File: src/rtl/div_pkg.sv
// Shared definitions for the sequential restoring divider: FSM encoding,
// counter sizing and the all-ones error quotient.
package div_pkg;

    typedef enum logic [1:0] {
        ST_IDLE = 2'd0,
        ST_CALC = 2'd1,
        ST_DONE = 2'd2
    } state_t;

    // Widest quotient the error constant below can cover.
    localparam int MAX_WIDTH = 128;

    localparam logic [MAX_WIDTH-1:0] ERR_QUOT_ONES = '1;

    // Step counter must be able to hold the value WIDTH itself.
    function automatic int cnt_width(input int width);
        return $clog2(width + 1);
    endfunction

endpackage

File: src/rtl/div_step.sv
// One combinational restoring-division step: shift in a dividend bit,
// subtract the divisor when it fits, and report the quotient bit.
module div_step #(
    parameter int WIDTH = 32
) (
    input  logic [WIDTH:0]   rem_i,
    input  logic [WIDTH-1:0] divisor_i,
    input  logic             dvd_bit_i,
    output logic [WIDTH:0]   rem_o,
    output logic             q_bit_o
);

    logic [WIDTH+1:0] shifted;
    logic [WIDTH:0]   diff;

    always_comb begin
        shifted = {rem_i, dvd_bit_i};
        // Only evaluated into rem_o when shifted >= divisor, so the top bit is never needed.
        diff    = shifted[WIDTH:0] - {1'b0, divisor_i};
        q_bit_o = (shifted >= {2'b00, divisor_i});
        rem_o   = q_bit_o ? diff : shifted[WIDTH:0];
    end

endmodule

File: src/rtl/div_64by32_seq.sv
// Sequential restoring unsigned divider, 2*WIDTH-bit dividend by WIDTH-bit divisor.
// Define DIV_RADIX4_EN to retire two quotient bits per cycle instead of one.
module div_64by32_seq
    import div_pkg::*;
#(
    parameter int WIDTH = 32
) (
    input  logic               clk,
    input  logic               rst_n,
    input  logic               in_valid,
    output logic               in_ready,
    input  logic [2*WIDTH-1:0] in0,
    input  logic [WIDTH-1:0]   in1,
    output logic               out_valid,
    input  logic               out_ready,
    output logic [WIDTH-1:0]   out0,
    output logic [WIDTH-1:0]   out1,
    output logic               err_div0,
    output logic               err_ovf
);

    localparam int CNT_W = cnt_width(WIDTH);
`ifdef DIV_RADIX4_EN
    localparam int STEPS = 2;
`else
    localparam int STEPS = 1;
`endif

    state_t             state_q, state_d;
    logic [WIDTH:0]     rem_q, rem_d;
    logic [WIDTH-1:0]   dvd_q, dvd_d;
    logic [WIDTH-1:0]   quo_q, quo_d;
    logic [WIDTH-1:0]   dsr_q, dsr_d;
    logic [CNT_W-1:0]   cnt_q, cnt_d;
    logic               pdiv0_q, pdiv0_d;
    logic               povf_q, povf_d;
    logic               in_ready_q, in_ready_d;
    logic               out_valid_q, out_valid_d;
    logic [WIDTH-1:0]   out0_q, out0_d;
    logic [WIDTH-1:0]   out1_q, out1_d;
    logic               div0_q, div0_d;
    logic               ovf_q, ovf_d;

    logic [WIDTH:0]     rem_chain [STEPS+1];
    logic [STEPS-1:0]   q_bits;
    logic [WIDTH-1:0]   in_hi;

    assign rem_chain[0] = rem_q;
    assign in_hi        = in0[2*WIDTH-1:WIDTH];

    // Steps chain MSB-first: step gi consumes dividend bit WIDTH-1-gi.
    for (genvar gi = 0; gi < STEPS; gi++) begin : g_step
        div_step #(.WIDTH(WIDTH)) u_step (
            .rem_i     (rem_chain[gi]),
            .divisor_i (dsr_q),
            .dvd_bit_i (dvd_q[WIDTH-1-gi]),
            .rem_o     (rem_chain[gi+1]),
            .q_bit_o   (q_bits[STEPS-1-gi])
        );
    end

    always_comb begin
        state_d     = state_q;
        rem_d       = rem_q;
        dvd_d       = dvd_q;
        quo_d       = quo_q;
        dsr_d       = dsr_q;
        cnt_d       = cnt_q;
        pdiv0_d     = pdiv0_q;
        povf_d      = povf_q;
        in_ready_d  = in_ready_q;
        out_valid_d = out_valid_q;
        out0_d      = out0_q;
        out1_d      = out1_q;
        div0_d      = div0_q;
        ovf_d       = ovf_q;

        case (state_q)
            ST_IDLE: begin
                if (in_valid && in_ready_q) begin
                    in_ready_d = 1'b0;
                    state_d    = ST_CALC;
                    dsr_d      = in1;
                    dvd_d      = in0[WIDTH-1:0];
                    // Error cases park the final result in quo/rem with the counter already
                    // terminal, so they share the normal exit path one edge later.
                    if (in1 == '0) begin
                        pdiv0_d = 1'b1;
                        povf_d  = 1'b0;
                        quo_d   = ERR_QUOT_ONES[WIDTH-1:0];
                        rem_d   = {1'b0, in0[WIDTH-1:0]};
                        cnt_d   = CNT_W'(WIDTH);
                    end else if (in_hi >= in1) begin
                        pdiv0_d = 1'b0;
                        povf_d  = 1'b1;
                        quo_d   = ERR_QUOT_ONES[WIDTH-1:0];
                        rem_d   = '0;
                        cnt_d   = CNT_W'(WIDTH);
                    end else begin
                        pdiv0_d = 1'b0;
                        povf_d  = 1'b0;
                        quo_d   = '0;
                        rem_d   = {1'b0, in_hi};
                        cnt_d   = '0;
                    end
                end
            end
            ST_CALC: begin
                if (cnt_q == CNT_W'(WIDTH)) begin
                    out0_d      = quo_q;
                    out1_d      = rem_q[WIDTH-1:0];
                    div0_d      = pdiv0_q;
                    ovf_d       = povf_q;
                    out_valid_d = 1'b1;
                    state_d     = ST_DONE;
                end else begin
                    rem_d = rem_chain[STEPS];
                    dvd_d = dvd_q << STEPS;
                    quo_d = {quo_q[WIDTH-STEPS-1:0], q_bits};
                    cnt_d = cnt_q + CNT_W'(STEPS);
                end
            end
            ST_DONE: begin
                if (out_ready) begin
                    out_valid_d = 1'b0;
                    in_ready_d  = 1'b1;
                    div0_d      = 1'b0;
                    ovf_d       = 1'b0;
                    state_d     = ST_IDLE;
                end
            end
            default: begin
                state_d     = ST_IDLE;
                in_ready_d  = 1'b1;
                out_valid_d = 1'b0;
            end
        endcase
    end

    always_ff @(posedge clk) begin
        if (!rst_n) begin
            state_q     <= ST_IDLE;
            rem_q       <= '0;
            dvd_q       <= '0;
            quo_q       <= '0;
            dsr_q       <= '0;
            cnt_q       <= '0;
            pdiv0_q     <= 1'b0;
            povf_q      <= 1'b0;
            in_ready_q  <= 1'b1;
            out_valid_q <= 1'b0;
            out0_q      <= '0;
            out1_q      <= '0;
            div0_q      <= 1'b0;
            ovf_q       <= 1'b0;
        end else begin
            state_q     <= state_d;
            rem_q       <= rem_d;
            dvd_q       <= dvd_d;
            quo_q       <= quo_d;
            dsr_q       <= dsr_d;
            cnt_q       <= cnt_d;
            pdiv0_q     <= pdiv0_d;
            povf_q      <= povf_d;
            in_ready_q  <= in_ready_d;
            out_valid_q <= out_valid_d;
            out0_q      <= out0_d;
            out1_q      <= out1_d;
            div0_q      <= div0_d;
            ovf_q       <= ovf_d;
        end
    end

    assign in_ready  = in_ready_q;
    assign out_valid = out_valid_q;
    assign out0      = out0_q;
    assign out1      = out1_q;
    assign err_div0  = div0_q;
    assign err_ovf   = ovf_q;

endmodule

File: config.mk
export PLATFORM = sky130hd
export DESIGN_NAME = div_64by32_seq
export DESIGN_NICKNAME = d
export VERILOG_FILES = /design/src/rtl/div_pkg.sv /design/src/rtl/div_step.sv /design/src/rtl/div_64by32_seq.sv
export SDC_FILE = /design/constraint.sdc
export NUM_CORES = 1
export LEC_CHECK = 0
export ABC_AREA = 1
export ABC_CLOCK_PERIOD_IN_PS = 3400
export CORE_MARGIN = 2
export CORE_UTILIZATION = 56
export CTS_CLUSTER_SIZE = 40
export DETAILED_ROUTE_END_ITERATION = 10
export MAX_ROUTING_LAYER = met4
export PLACE_DENSITY_LB_ADDON = 0.15
export SETUP_SLACK_MARGIN = 0.05
export SYNTH_ARGS = -nofsm -noshare
export SYNTH_HDL_FRONTEND = slang
export SYNTH_SLANG_ARGS = --single-unit
File: constraint.sdc
create_clock -name clk -period 3.4 [get_ports clk]
set_input_delay 0.68 -clock clk [delete_from_list [all_inputs] [get_ports clk]]
set_output_delay 0.68 -clock clk [all_outputs]
set_load 0.05 [all_outputs]
## After elaboration in Yosys (flattened, before gate mapping)

Index checks and enable logic that the tools add are counted.

- Flip-flop bits (word level): 207
- Latch bits: 0
- Bits in writable memories: 0
- ROM bits: 0
- Bits of input ports: 100
- Output and inout bits: 68
- Word-level logic and storage cells: 75
- Memories kept: 0

- Add/sub/neg operators: 2
- $mul: 0
- Div/mod/pow operators: 0
- $lt $le $gt $ge: 2
- Equal/unequal tests: 7
- Shift-type cells: 0
- Multiplexer cells: 36
- Bitwise gates (word level): 2
- Reduce and logical (&&, ||, !) cells: 12

Operators with widths:

| kind | count |
|---|---|
| 32-bit 2-to-1 mux | 8 |
| 32-bit one-hot mux with 2 select lines | 2 |
| 33-bit 2-to-1 mux | 3 |
| 33-bit one-hot mux with 2 select lines | 1 |
| 34-bit by 32-bit >= comparator with 1-bit output | 1 |
| 33-bit by 32-bit subtractor with 33-bit output | 1 |
| 32-bit >= comparator | 1 |
| 32-bit logical NOT | 1 |
| 6-bit 2-to-1 mux | 4 |
| 3-bit AND reduction | 5 |
| 6-bit one-hot mux with 2 select lines | 1 |
| 1-bit 2-to-1 mux | 9 |
| 2-bit != test (second input constant) | 4 |
| 6-bit by 1-bit adder with 6-bit output (second input constant) | 1 |
| 6-bit equality test (second input constant) | 1 |
| 2-bit 2-to-1 mux | 3 |
| 1-bit one-hot mux with 3 select lines | 2 |
| 2-bit one-hot mux with 3 select lines | 1 |
| 1-bit one-hot mux with 2 select lines | 2 |
| 2-bit AND reduction | 2 |
| 2-bit nonzero test | 2 |
| 2-bit by 1-bit equality test with 1-bit output (second input constant) | 1 |
| 2-bit equality test (second input constant) | 1 |
| 2-bit logical NOT | 1 |
| 2 further kinds | 3 |

## Longest topological paths before layout

- Depth after elaboration: 5
- Gate-level depth with buffers: 19
- Gate-level depth less buffers: 18

## Cells and area by module

Synthesis repeated with hierarchy kept, for this count alone.

- Cells, all modules: 1,868
- Area total of the unflattened synthesis: 12,308.1 um^2

By module, submodules not included:

| module | times used | cells each | area an instance (um^2) | seq. area each (um^2) |
|---|---|---|---|---|
| div_64by32_seq | 1 | 1,171 | 9,029.9 | 4,144.0 |
| div_step | 1 | 697 | 3,278.1 | 0.0 |

## Worst setup path before layout

OpenSTA, ideal clock, no wires.

- Kind: in2reg
- Start point: input in1[7]
- End point: register quo_q[10]
- Library setup time: 0.136 ns
- Arrival: 2.168 ns
- Data required time: 3.264 ns
- Setup slack: 1.095 ns
- Stages on the path: 12
- Path buffers: 1
- Path through: inv_1 > ha_1 > a21o_1 > nor2_1 > nand3_1 > nand2_1 > nand2_1 > nand2_1 > nand2_1 > o21ai_1 > clkbuf_1 > a31oi_1

- Longest elaborated chain between the ends: 5
- Elaborated cells on any way between the ends: 6
- Classes of those cells: order compare: 1; mux: 4; reduce/logical: 1

RTL lines:

| what | RTL line | RTL |
|---|---|---|
| start: declaration | div_64by32_seq.sv:13 | `input logic [WIDTH-1:0] in1,` |
| 32-bit >= comparator | div_64by32_seq.sv:93 | `end else if (in_hi >= in1) begin` |
| 32-bit 2-to-1 mux | div_64by32_seq.sv:93 |  |
| 32-bit 2-to-1 mux (*) | div_64by32_seq.sv:87 | `if (in1 == '0) begin` |
| 32-bit 2-to-1 mux (*) | div_64by32_seq.sv:80 | `if (in_valid && in_ready_q) begin` |
| 32-bit one-hot mux with 2 select lines (*) | div_64by32_seq.sv:78 | `case (state_q)` |
| end signal: assignment | div_64by32_seq.sv:160 | `quo_q <= quo_d;` |
| end: declaration | div_64by32_seq.sv:32 | `logic [WIDTH-1:0] quo_q, quo_d;` |

Mark *: on every way between the ends. The rest lies on a longest branch, timed or not. The select of a mux whose other input is x is not followed.
A chain may end at the register's enable or synchronous reset.

## Worst setup path in the final report

- Start point: register rem_q[8]
- End point: register rem_q[8]

- Longest elaborated chain between the ends: 4

RTL lines:

| what | RTL line | RTL |
|---|---|---|
| start: declaration | div_64by32_seq.sv:30 | `logic [WIDTH:0] rem_q, rem_d;` |
| start signal: assignment | div_64by32_seq.sv:158 | `rem_q <= rem_d;` |
| 34-bit by 32-bit >= comparator with 1-bit output | div_step.sv:20 | `q_bit_o = (shifted >= {2'b00, divisor_i});` |
| 33-bit 2-to-1 mux | div_step.sv:21 | `rem_o = q_bit_o ? diff : shifted[WIDTH:0];` |
| 33-bit 2-to-1 mux | div_64by32_seq.sv:109 | `if (cnt_q == CNT_W'(WIDTH)) begin` |
| 33-bit one-hot mux with 2 select lines | div_64by32_seq.sv:78 |  |

No other way between the ends. The select of a mux whose other input is x is not followed.

==> results.ini <==
[worst_setup_path]
worstSetupEndpointType = register
startpoint = rem_q[8]
setup.worst_path.end = rem_q[8]
start_kind = register
rr_endpoint = rem_q[8]
ff2ff_path_depth = 14
crit_type = reg2reg
regToRegStartpoint = rem_q[8]
worstPathArrival_ns = 3.26
r2r_slack_ns = 0.54
critPathMaxFanout = 14
cp.required_ns = 3.81

[detailed_routing]
wl_per_cell_um = 18.0
drt-total-wl_um = 39700
drtAntennaViolNets = 0
num_vias = 12500
remaining_drc_errors = 0
viasPerCell = 5.67
drtPass1Iterations = 7
drt_iter0_markers = 912

[cts]
ctsResizeCount = 0
cts_sinks = 207
htree_levels = 1
clk_latency_ns = 0.53
cts_inserted_buffers = 23
path_clk_slew_ns = 0.06
clockBufferDepth = 3
cts.hold.buffers_added = 0
post-cts-setup-buffers = 0
cts_tree = done
cts_root_buf = clkbuf_16

[timing]
layout_setup_ws_ns = 0.544
hold_slack_ns = 0.464
setup_viol = 0
fin_setup_tns_ns = 0
fin_crit_ns = 2.86
worstMarginPinSlew_ns = 0.982
hold_viol = 0
clock.fmax_mhz = 350
rsz0062_at_grt = no
maxSlewHeadroom_pct = 34.5
fin_skew_ns = 0.0235
fin_crit_sh_pct = 84.0
slew_violations = 0

[floorplanning]
dieArea_um2 = 21900
initial_utilization_pct = 57.1
std_cell_rows = 52
fp.coreArea_um2 = 20300
die_y_um = 148
io_pins = 168
die_w_um = 148

[power_and_ir_drop]
pwr_density_cell_nw_per_um2 = 653
leakage_nw = 6.31
p_total_mw = 9.38
ir_worst_vdd_mv = 0.523

[global_route]
grt_util_all_layers_pct = 37.2
antenna_found_initial = 1
grt_pass1_vias = 12000
grt_remaining_overflow = 0
grt_max_degree = 98
grt_pass1_wl_um = 63300

[placed_design]
gp_congestion = 0.970
dp.cells = 2166
port_buffers = 167
place_hpwl_um = 28700
place_ws_ns = 0.234
placed_area_um2 = 13600

[synthesis]
syn_avg_cell_area_um2 = 6.52
syn_area_um2 = 11600
yosysSeqAreaShare_pct = 35.7
syn_inst = 1778
synth_nets = 1945
yosys_warnings = 0
ys_ff_latch = 207
synthDistinctLibCells = 39

[run_status]
status = complete, no violations

[finish]
drive_gt1_share_pct = 4.75
final_cell_area_um2 = 14400
final-instance-count-excl-fill = 2209
final_core_util_pct = 70.7
fin_nets = 2088
syn2layout_area_growth_pct = 23.8

[worst_hold_path]
min_path_type = reg2reg

[flow_run]
maxCapViolCount = 0

## synthesized netlist by cell type (all sizes together)
master | n | area, um^2
a211oi | 1 | 7.51
a21boi | 1 | 7.51
a21o | 2 | 15.0
a21oi | 177 | 886
a22oi | 4 | 30.0
a31oi | 64 | 400
and2 | 1 | 6.26
buf | 23 | 141
clkbuf | 58 | 218
dfxtp | 207 | 4140
fa | 1 | 20.0
ha | 66 | 826
inv | 203 | 762
nand2 | 508 | 1920
nand3 | 72 | 365
nand3b | 4 | 30.0
nand4 | 17 | 106
nor2 | 210 | 811
nor3 | 10 | 55.1
nor3b | 1 | 7.51
nor4 | 4 | 31.3
nor4b | 1 | 8.76
o211ai | 1 | 7.51
o21ai | 118 | 591
o21bai | 8 | 60.1
or2 | 1 | 6.26
xnor2 | 8 | 70.1
xor2 | 7 | 61.3
## power by group
part / internal (mW) / leakage (nW) / switching [mW]
Sequential: 2.65 / 1.69 / 0.194
Clock: 1.56 / 0.386 / 1.07
Combinational: 1.32 / 4.24 / 2.58
## state kept, by name (all words and copies together) (netlist names)
name	flops
out_valid	1
err_ovf	1
pdiv0_q	1
povf_q	1
in_ready	1
cnt_q	6
state_q	2
dsr_q	32
dvd_q	32
out1	32
err_div0	1
out0	32
rem_q	33
quo_q	32
## kinds of logic (layout without fill, tap and decap cells)
kind of cell / after synthesis / in the layout / synth area share [%]
AND/OR/NAND/NOR: 829 / 829 / 28.9
AO/OA/AOI/OAI: 376 / 376 / 17.3
buffers and inverters: 284 / 444 / 9.67
flip-flops: 207 / 207 / 35.7
adder cells (fa/ha/maj): 67 / 67 / 7.30
XOR/XNOR: 15 / 15 / 1.13
other: 0 / 1 / 0
## cells in the final DEF, fill, tap and decap left out, types with 9 or more instances in the layout
master,Yosys,routed
o21ai_0,117,117
clkbuf_16,0,23
buf_4,8,27
nor2_1,205,205
a21oi_1,177,177
nand2_1,505,505
nand4_1,17,17
a31oi_1,64,64
dfxtp_1,207,207
nor3_1,9,9
inv_1,195,194
nand3_1,71,71
clkdlybuf4s50_1,0,166
ha_1,66,66
## how the worst min path moves through the flow
stage	to	slack, ns	start	cells past startpoint
5_1_grt	out0[17]	0.48	out0[17]	2
3_5_place_dp	out0[13]	0.45	out0[13]	2
6_report	err_div0	0.46	err_div0	2
4_1_cts	out0[13]	0.47	out0[13]	2
2_1_floorplan	dvd_q[28]	0.44	dvd_q[28]	2
3_3_place_gp	err_div0	0.45	err_div0	2
## layout make-up
cell class | count | area [um^2]
flip-flops and latches | 207 | 4140
diodes | 1 | 2.50
clock inverters | 11 | 165
inverters | 203 | 763
well taps | 270 | 338
clock buffers | 31 | 636
fillers | 1750 | 5940
multi-input cells | 1287 | 6340
repair buffers | 199 | 1970
## routing by layer
metal  track usage (%)  vias to the layer above  share of wire, %
li1                  -                     6052                 -
met4              16.6                        0               5.1
met1              47.4                     5709                42
met3              4.26                      127               7.9
met5                 -                        -                 0
met2              59.8                      637                45
## critical path: stages (launching register included)
cell and delay [ns]:
dfxtp_1 0.44, ha_1 0.33, nand2_1 0.20, inv_1 0.06, a21oi_1 0.22, nand3_1 0.18, nand2_1 0.13, nand2_1 0.10
nand2_2 0.12, nand2_2 0.23, buf_4 0.27, o21ai_0 0.21, nor2_1 0.09, nor2_1 0.11, nor2_1 0.04
Power figures use the tool's default switching activity.
